$ cat src/rtl/store_narrow_unit_pkg.sv
// Shared definitions for the MEM-stage store path: size encodings,
// byte-enable constants and the lane-narrowed data record.
package store_pkg;

    typedef enum logic [1:0] {
        SZ_BYTE = 2'b00,
        SZ_HALF = 2'b01,
        SZ_WORD = 2'b10,
        SZ_RSVD = 2'b11
    } st_size_e;

    localparam logic [3:0] BE_NONE    = 4'b0000;
    localparam logic [3:0] BE_ALL     = 4'b1111;
    localparam logic [3:0] BE_LO_HALF = 4'b0011;
    localparam logic [3:0] BE_HI_HALF = 4'b1100;

    // Lane-narrowed payload; the address width is a per-instance parameter,
    // so the full {addr, wdata, be} entry is declared in the top level
    // around this record.
    typedef struct packed {
        logic [31:0] wdata;
        logic [3:0]  be;
    } store_lane_t;

endpackage

$ cat src/rtl/store_narrow_unit_if.sv
// Request/memory/error bundle for store_narrow_unit.
// slave: the store unit itself; master: the pipeline + memory environment.
interface store_narrow_unit_if #(
    parameter int unsigned ADDR_W = 32
);
    logic              in_valid;
    logic              in_ready;
    logic [ADDR_W-1:0] st_addr;
    logic [31:0]       st_data;
    logic [1:0]        st_size;
    logic              mem_valid;
    logic              mem_ready;
    logic [ADDR_W-1:0] mem_addr;
    logic [31:0]       mem_wdata;
    logic [3:0]        mem_be;
    logic              err_valid;
    logic [ADDR_W-1:0] err_addr;

    modport slave (
        input  in_valid, st_addr, st_data, st_size, mem_ready,
        output in_ready, mem_valid, mem_addr, mem_wdata, mem_be,
        output err_valid, err_addr
    );

    modport master (
        output in_valid, st_addr, st_data, st_size, mem_ready,
        input  in_ready, mem_valid, mem_addr, mem_wdata, mem_be,
        input  err_valid, err_addr
    );
endinterface

$ cat src/rtl/store_narrow_unit_lane_map.sv
// Combinational lane mapper: byte/half/word store data to replicated
// write data plus byte enables, with a misalignment flag.
module store_lane_map
    import store_pkg::*;
#(
    parameter bit BIG_ENDIAN = 1'b0
) (
    input  logic [1:0]  addr_lo,
    input  logic [1:0]  size,
    input  logic [31:0] data,
    output logic [3:0]  be,
    output logic [31:0] wdata,
    output logic        misaligned
);
    logic [1:0] lane;

    // Select byte lanes and replicate data; misaligned halves/words fall
    // onto their naturally aligned lanes (addr[0] / addr[1:0] ignored).
    always_comb begin
        be         = BE_NONE;
        wdata      = data;
        misaligned = 1'b0;
        lane       = BIG_ENDIAN ? (2'd3 - addr_lo) : addr_lo;
        case (size)
            SZ_BYTE: begin
                be    = 4'b0001 << lane;
                wdata = {4{data[7:0]}};
            end
            SZ_HALF: begin
                misaligned = addr_lo[0];
                be         = (addr_lo[1] ^ BIG_ENDIAN) ? BE_HI_HALF : BE_LO_HALF;
                wdata      = {2{data[15:0]}};
            end
            SZ_WORD: begin
                misaligned = |addr_lo;
                be         = BE_ALL;
            end
            default: begin
                be = BE_NONE;
            end
        endcase
    end
endmodule

$ cat src/rtl/store_narrow_unit.sv
// MEM-stage store narrowing unit: output register + one-entry skid buffer
// between the EX/MEM register and the data-memory write port.
// Optional build macro STORE_MISALIGN_TRAP_EN: misaligned stores are
// accepted, dropped and reported on err_valid/err_addr; when undefined
// they are force-aligned and issued.
module store_narrow_unit
    import store_pkg::*;
#(
    parameter int unsigned ADDR_W     = 32,
    parameter bit          BIG_ENDIAN = 1'b0
) (
    input  logic                clk,
    input  logic                rst_n,
    store_narrow_unit_if.slave  bus
);
`ifdef STORE_MISALIGN_TRAP_EN
    localparam bit TRAP_MISALIGN = 1'b1;
`else
    localparam bit TRAP_MISALIGN = 1'b0;
`endif

    typedef struct packed {
        logic [ADDR_W-1:0] addr;
        store_lane_t       lane;
    } entry_t;

    entry_t            new_e;
    entry_t            out_q;
    entry_t            skid_q;
    logic              out_valid;
    logic              skid_full;
    logic              err_q;
    logic [ADDR_W-1:0] err_addr_q;

    logic [3:0]  map_be;
    logic [31:0] map_wdata;
    logic        map_mis;

    logic accept;
    logic reject;
    logic take;
    logic drain;
    logic out_free;

    store_lane_map #(
        .BIG_ENDIAN (BIG_ENDIAN)
    ) u_lane_map (
        .addr_lo    (bus.st_addr[1:0]),
        .size       (bus.st_size),
        .data       (bus.st_data),
        .be         (map_be),
        .wdata      (map_wdata),
        .misaligned (map_mis)
    );

    // Handshake decode and formation of the narrowed entry.
    always_comb begin
        accept          = bus.in_valid && !skid_full;
        reject          = (bus.st_size == SZ_RSVD) || (TRAP_MISALIGN && map_mis);
        take            = accept && !reject;
        drain           = out_valid && bus.mem_ready;
        out_free        = !out_valid || drain;
        new_e.addr      = {bus.st_addr[ADDR_W-1:2], 2'b00};
        new_e.lane.wdata = map_wdata;
        new_e.lane.be    = map_be;
    end

    // Output register, skid buffer and error capture.
    // in_ready is !skid_full, so while the skid holds an entry no new store
    // can arrive and the skid always refills the output first (FIFO order).
    always_ff @(posedge clk) begin
        if (!rst_n) begin
            out_valid  <= 1'b0;
            out_q      <= '0;
            skid_full  <= 1'b0;
            skid_q     <= '0;
            err_q      <= 1'b0;
            err_addr_q <= '0;
        end else begin
            err_q <= accept && reject;
            if (accept && reject) begin
                err_addr_q <= bus.st_addr;
            end
            if (out_free) begin
                if (skid_full) begin
                    out_q     <= skid_q;
                    out_valid <= 1'b1;
                    skid_full <= 1'b0;
                end else if (take) begin
                    out_q     <= new_e;
                    out_valid <= 1'b1;
                end else begin
                    out_valid <= 1'b0;
                end
            end else if (take) begin
                skid_q    <= new_e;
                skid_full <= 1'b1;
            end
        end
    end

    assign bus.in_ready  = !skid_full;
    assign bus.mem_valid = out_valid;
    assign bus.mem_addr  = out_q.addr;
    assign bus.mem_wdata = out_q.lane.wdata;
    assign bus.mem_be    = out_q.lane.be;
    assign bus.err_valid = err_q;
    assign bus.err_addr  = err_addr_q;
endmodule

$ cat src/flat_wrapper.sv
// flat-port wrapper written by rule: the top's interface ports become plain ports
module store_narrow_unit_flat import store_pkg::*;
#(
    parameter int unsigned ADDR_W     = 32,
    parameter bit          BIG_ENDIAN = 1'b0
)
  (clk, rst_n, bus_in_valid, bus_st_addr, bus_st_data, bus_st_size, bus_mem_ready, bus_in_ready, bus_mem_valid, bus_mem_addr, bus_mem_wdata, bus_mem_be, bus_err_valid, bus_err_addr);
  store_narrow_unit_if #(.ADDR_W(ADDR_W)) bus_i ();
  input  logic clk;
  input  logic rst_n;
  input wire logic [$bits(bus_i.in_valid)-1:0] bus_in_valid;
  input wire logic [$bits(bus_i.st_addr)-1:0] bus_st_addr;
  input wire logic [$bits(bus_i.st_data)-1:0] bus_st_data;
  input wire logic [$bits(bus_i.st_size)-1:0] bus_st_size;
  input wire logic [$bits(bus_i.mem_ready)-1:0] bus_mem_ready;
  output wire logic [$bits(bus_i.in_ready)-1:0] bus_in_ready;
  output wire logic [$bits(bus_i.mem_valid)-1:0] bus_mem_valid;
  output wire logic [$bits(bus_i.mem_addr)-1:0] bus_mem_addr;
  output wire logic [$bits(bus_i.mem_wdata)-1:0] bus_mem_wdata;
  output wire logic [$bits(bus_i.mem_be)-1:0] bus_mem_be;
  output wire logic [$bits(bus_i.err_valid)-1:0] bus_err_valid;
  output wire logic [$bits(bus_i.err_addr)-1:0] bus_err_addr;
  assign bus_i.in_valid = bus_in_valid;
  assign bus_i.st_addr = bus_st_addr;
  assign bus_i.st_data = bus_st_data;
  assign bus_i.st_size = bus_st_size;
  assign bus_i.mem_ready = bus_mem_ready;
  assign bus_in_ready = bus_i.in_ready;
  assign bus_mem_valid = bus_i.mem_valid;
  assign bus_mem_addr = bus_i.mem_addr;
  assign bus_mem_wdata = bus_i.mem_wdata;
  assign bus_mem_be = bus_i.mem_be;
  assign bus_err_valid = bus_i.err_valid;
  assign bus_err_addr = bus_i.err_addr;
  store_narrow_unit #(.ADDR_W(ADDR_W), .BIG_ENDIAN(BIG_ENDIAN)) u_core (.clk(clk), .rst_n(rst_n), .bus(bus_i));
endmodule
$ cat config.mk
export PLATFORM = sky130hd
export DESIGN_NAME = store_narrow_unit_flat
export DESIGN_NICKNAME = d
export VERILOG_FILES = /design/src/rtl/store_narrow_unit_pkg.sv /design/src/rtl/store_narrow_unit_if.sv /design/src/rtl/store_narrow_unit_lane_map.sv /design/src/rtl/store_narrow_unit.sv /design/src/flat_wrapper.sv
export SDC_FILE = /design/constraint.sdc
export NUM_CORES = 1
export LEC_CHECK = 0
export CAP_MARGIN = 40
export CORE_ASPECT_RATIO = 0.5
export CORE_MARGIN = 5
export CORE_UTILIZATION = 50
export DETAILED_ROUTE_END_ITERATION = 8
export PLACE_DENSITY = 0.84
export SYNTH_ARGS = -nofsm -noshare
export SYNTH_HDL_FRONTEND = slang
export SYNTH_SLANG_ARGS = --single-unit
$ cat constraint.sdc
create_clock -name clk -period 1.93 [get_ports clk]
set_clock_uncertainty 0.15 [all_clocks]
set_input_delay 0.386 -clock clk [delete_from_list [all_inputs] [get_ports clk]]
set_output_delay 0.386 -clock clk [all_outputs]
set_load 0.02 [all_outputs]
After elaboration in Yosys (flattened, before gate mapping)
Cells that the tools add are included.

Bits in registers: 169. Latch bits: 0. Memory bits (writable): 0. Memory bits (read-only): 0. Input port bits: 70. Output and inout port bits: 103. Memories kept: 0.

Add/sub/neg operators: 0. Multiply operators: 0. Div/mod/pow operators: 0. Order comparisons: 0. Eq/ne operators: 3. Shift operators: 1. Multiplexer cells: 7. Bitwise gates (word level): 2. Reduce and logical (&&, ||, !) cells: 13.

Operator list (number): 2-to-1 mux 68 bit (2); case mux 32 bit (2 select lines) (1); case mux 4 bit (3 select lines) (1); equality test 2 bit (second input constant) (2); logical AND 1 bit (4); 2-to-1 mux 4 bit (1); AND reduction 2 bit (2); << shifter 1 x 2 -> 4 bit (first input constant) (1); logical NOT 1 bit (3); equality test 2 x 1 -> 1 bit (second input constant) (1); logical NOT 2 bit (1); 2-to-1 mux 1 bit (2); NOT 1 bit (2); nonzero test 2 bit (1); OR reduction 2 bit (1); logical OR 1 bit (1).

Depth between registers and ports, before layout
Word-level depth: 5. Gate-level depth with buffers: 7. Gate-level depth less buffers: 4.

Cells and area by module
Synthesis repeated with hierarchy kept, for this count alone.

Cells, all modules: 853. Area total of the unflattened synthesis: 7716.2 sq um.

Modules (own cells, without submodules): store_narrow_unit (instances 1, cells an instance 746, area an instance 7101.8 sq um, sequential area each 3343.2 sq um); store_lane_map (instances 1, cells an instance 107, area an instance 614.3 sq um, sequential area each 0.0 sq um).

Worst setup path after synthesis
No wires, ideal clock.

Path kind: input to register. From: in bus_st_size[0]. To: reg u_core.out_q, in the netlist u_core.bus.mem_wdata[30]. Setup time: 124 ps. Arrival: 1404 ps. Path slack: 252 ps. Stages: 6. Path through: buf_2 -> a21bo_2 -> a21oi_4 -> buf_4 -> buf_2 -> o22ai_1.

Cells in the longest elaborated chain, start to end: 5.

RTL lines: start, declared (line flat_wrapper.sv:14) `input wire logic [$bits(bus_i.st_size)-1:0] bus_st_size;`; branches (longest 5 deep; another with 2-to-1 mux 68 bit); end signal, assigned (line store_narrow_unit.sv:86) `out_q <= skid_q;`; end signal, assigned (line store_narrow_unit.sv:90) `out_q <= new_e;`; end, declared (line store_narrow_unit.sv:28) `entry_t out_q;`.

Several ways; the timed one is not identified. The select of a mux whose other input is x is not followed. A chain may end at the register's enable or synchronous reset.

Worst setup path in the final report
From: reg u_core.out_q, in the netlist u_core.bus.mem_addr[8]. To: out bus_mem_addr[8].

RTL lines: end, declared (line flat_wrapper.sv:18) `output wire logic [$bits(bus_i.mem_addr)-1:0] bus_mem_addr;`.

No word-level cell between the ends.

==> qor.yml <==
placed_design:
  gp_routability_congestion: 0.799
  io_buffer_count: 170
  dp_hpwl_um: 13500
clocking:
  cts-buffers-inserted: 17
  cts-root-buf: "clkbuf_16"
  insertion_delay_ns: 0.42
  cts.clk_slew.worst_paths_ns: 0.07
  cts.path.max_buffers: 2
  clock_tree_sinks: 167
  cts.hold.buffers_added: 0
  tritoncts: "yes"
  htree_levels: 4
  postCtsSetupBuffers: 0
timing:
  hold_slack_ns: 0.225
  period_share: 0.981
  report.final.setup_viol: 0
  rsz0062_at_grt: "no"
  slew_headroom: 0.571
  period_minus_slack_ns: 1.89
  hold_viol: 0
  worst_slew_pin_tran_ns: 0.643
  achievable-frequency_ghz: 0.528
  final_max_slew_viol_count: 0
floorplanning:
  die_area_um2: 16900
  fp.dieH_um: 94.5
  chipWidth_um: 179
  rows: 30
  floorplan.initialDensity: 0.518
  number_of_ports_placed_on_the_die_boundary: 173
  core_um2: 13800
global_routing:
  grt_first_pass_wirelength_um: 32100
  grt_util_all_layers: 0.236
  grt.overflow.total: 0
  vias_in_the_first_global_route: 6296
  number_of_antenna_violations_at_the_first_check_in_global_routing: 0
  grt_max_degree: 90
critical_path:
  timing.reg2reg.setup_slack_ns: 0.23
  critPathMaxStageDelay_ns: 0.60
  critPathSlowestCell: "clkdlybuf4s50_1"
  worst_setup_path_start_kind: "flip-flop"
  path_max_fanout: 2
  category_of_cells_accounting_for_the_largest_share_of_critical_path_delay: "buffers and inverters"
  worstReg2RegStart: "u_core.skid_full"
  rr_endpoint: "u_core.bus.mem_addr[25]"
  critical_path.n_buffers_inverters: 1
  r2r.worst_path.cells: 4
  worst_setup_path_end_kind: "output port"
  cp_cell_sequence: "clkdlybuf4s50_1"
  arrival_ns: 1.36
  worst-setup-path-type: "reg -> out"
  required_ns: 1.39
synth:
  yosysMostFrequentCell: "nand2_1"
  yosys_warnings: 0
  synth.ff_latch_count: 167
  synthCells: 798
  number_of_flops_mapped_to_enable_cells_by_yosys: 0
  distinct_cell_type_count_after_synthesis: 39
  yosys.area.top_type: "dfxtp_1"
  mappedNetlistArea_um2: 7140
  synthesis.area_per_instance_um2: 8.95
  synth_top_area_share: 0.468
  netlist_top_cells_count: "229 x nand2_1, 167 x dfxtp_1, 71 x a21boi_0"
  async_reset_ff_frac: 0
  ys_dominant_reg_cell: "dfxtp_1"
  synth.area.top_cells: "dfxtp_1 47%, nand2_1 12%, mux2i_1 8.8%"
  yosysSeqAreaShare: 0.468
routing:
  antenna_left: 0
  drt_iter0_drcs: 427
  routed_via_count: 6351
  dr_vias_cell: 5.49
  totalWireLength_um: 20100
  route.detailed.drc: 0
  drt-wirelength-per-cell_um: 17.4
  drt_first_pass_iters: 5
min_path:
  min-delay-path-class: "in -> reg"
  min_delay_path_depth: 3
  whs_endpoint: "u_core.skid_full"
  hold_path.startpoint: "rst_n"
pwr:
  powerDensity_nw_per_um2: 850
  power.total_mw: 8.35
  vdd_ir_drop_max_mv: 0.679
  total_leakage_power_nw: 4.94
job:
  drv.max_cap_violation_count: 0
status:
  outcome: "completed"
final_layout:
  final_util: 0.713
  drive_above_1_share: 0.0882
  area_delta_synth_final_pct: 37.5
  finalNetCount: 1021
  antenna_cells_inserted: 0
how the worst max path moves through the flow:
stage / from / cells past startpoint / to / slack [ns]
final: u_core.bus.mem_addr[8] / 1 / bus_mem_addr[8] / 0.04
after global routing: u_core.bus.mem_addr[9] / 1 / bus_mem_addr[9] / 0.001
after CTS: u_core.bus.mem_wdata[17] / 1 / bus_mem_wdata[17] / 0.0005
after detailed placement: bus_st_size[1] / 6 / u_core.bus.mem_addr[22] / -0.31
after global placement: bus_st_size[1] / 5 / u_core.skid_q[1] / -0.24
after floorplan: bus_st_size[0] / 6 / u_core.bus.mem_wdata[30] / 0.25
flip-flops by register name (all words and copies together), names as in the netlist:
name,count
u_core.skid_q,66
u_core.bus.err_addr,32
u_core.bus.mem_wdata,32
u_core.bus.mem_addr,30
u_core.bus.mem_be,4
u_core.bus.err_valid,1
u_core.bus.mem_valid,1
u_core.skid_full,1
through the flow:
stage / setup slack [ns] / setup TNS (ns) / area [um2] / cells
2_1_floorplan: 0.252 / 0 / 7140 / 799
3_3_place_gp: -0.244 / -25.50 / 9150 / 1124
3_5_place_dp: -0.311 / -33.11 / 9150 / 1124
4_1_cts: 0.000534 / 0 / 9690 / 1156
5_1_grt: 0.00114 / 0 / 9820 / 1156
6_report: 0.0362 / 0 / 9820 / 1156
tightest hold or removal path, stage by stage:
cell     delay, ns
buf_4         0.23
nand2_1       0.10
a21oi_1       0.04
repair_timing:
item / in CTS / in global routing
endpoints found under the hold margin: 0 / 0
setup endpoints to repair: 36 / 49
resized for setup: 36 / 49
pin swaps: 0 / 0
power breakdown:
| part | internal [mW] | switching, mW |
|---|---|---|
| clock network | 1.88 | 1.48 |
| registers | 3.62 | 0.0965 |
| logic | 0.599 | 0.672 |
| total | 6.10 | 2.25 |
area by class of cell:
type	count	area, um2
well taps	192	240
inverters	9	33.8
repair buffers	204	2170
fillers	1068	3960
multi-input cells	552	3440
flip-flops and latches	167	3350
clock buffers	19	453
clock inverters	13	135
cell usage in the layout, fill, tap and decap left out, types with 2 or more instances in the layout:
| cell type | n |
|---|---|
| nor2_1 | 8 |
| buf_4 | 23 |
| a21boi_1 | 3 |
| mux2i_1 | 63 |
| dfxtp_1 | 166 |
| dlygate4sd2_1 | 36 |
| mux2_2 | 9 |
| inv_1 | 8 |
| clkdlybuf4s50_1 | 85 |
| nor2b_1 | 2 |
| inv_6 | 5 |
| o211ai_1 | 8 |
| o211a_1 | 54 |
| conb_1 | 2 |
| and2_1 | 9 |
| o21ai_0 | 12 |
| clkbuf_8 | 2 |
| clkinv_4 | 4 |
| a21oi_1 | 14 |
| o221ai_1 | 8 |
| nand3_1 | 17 |
| clkbuf_16 | 17 |
| o22ai_1 | 24 |
| dlymetal6s2s_1 | 48 |
| nand2_1 | 229 |
| buf_12 | 11 |
| a21boi_0 | 71 |
| nor3_1 | 2 |
| or3_1 | 2 |
| clkinvlp_4 | 2 |
metal layers:
metal  up-vias  GRT usage  part of all wire
met1      3040      0.288              0.43
met5         -          0                 0
li1       3064          -                 -
met3        40     0.0520             0.056
met2       207      0.416              0.50
met4         0     0.0766             0.019
kinds of logic (layout without fill, tap and decap cells):
family,after synthesis,count (layout),share of synthesized area
AO/OA/AOI/OAI,199,199,0.217
buffers and inverters,80,245,0.0519
multiplexers,72,72,0.103
flip-flops,167,167,0.468
AND/OR/NAND/NOR,279,279,0.159
other,1,2,0.000525
(Power assumes the default switching activity.)
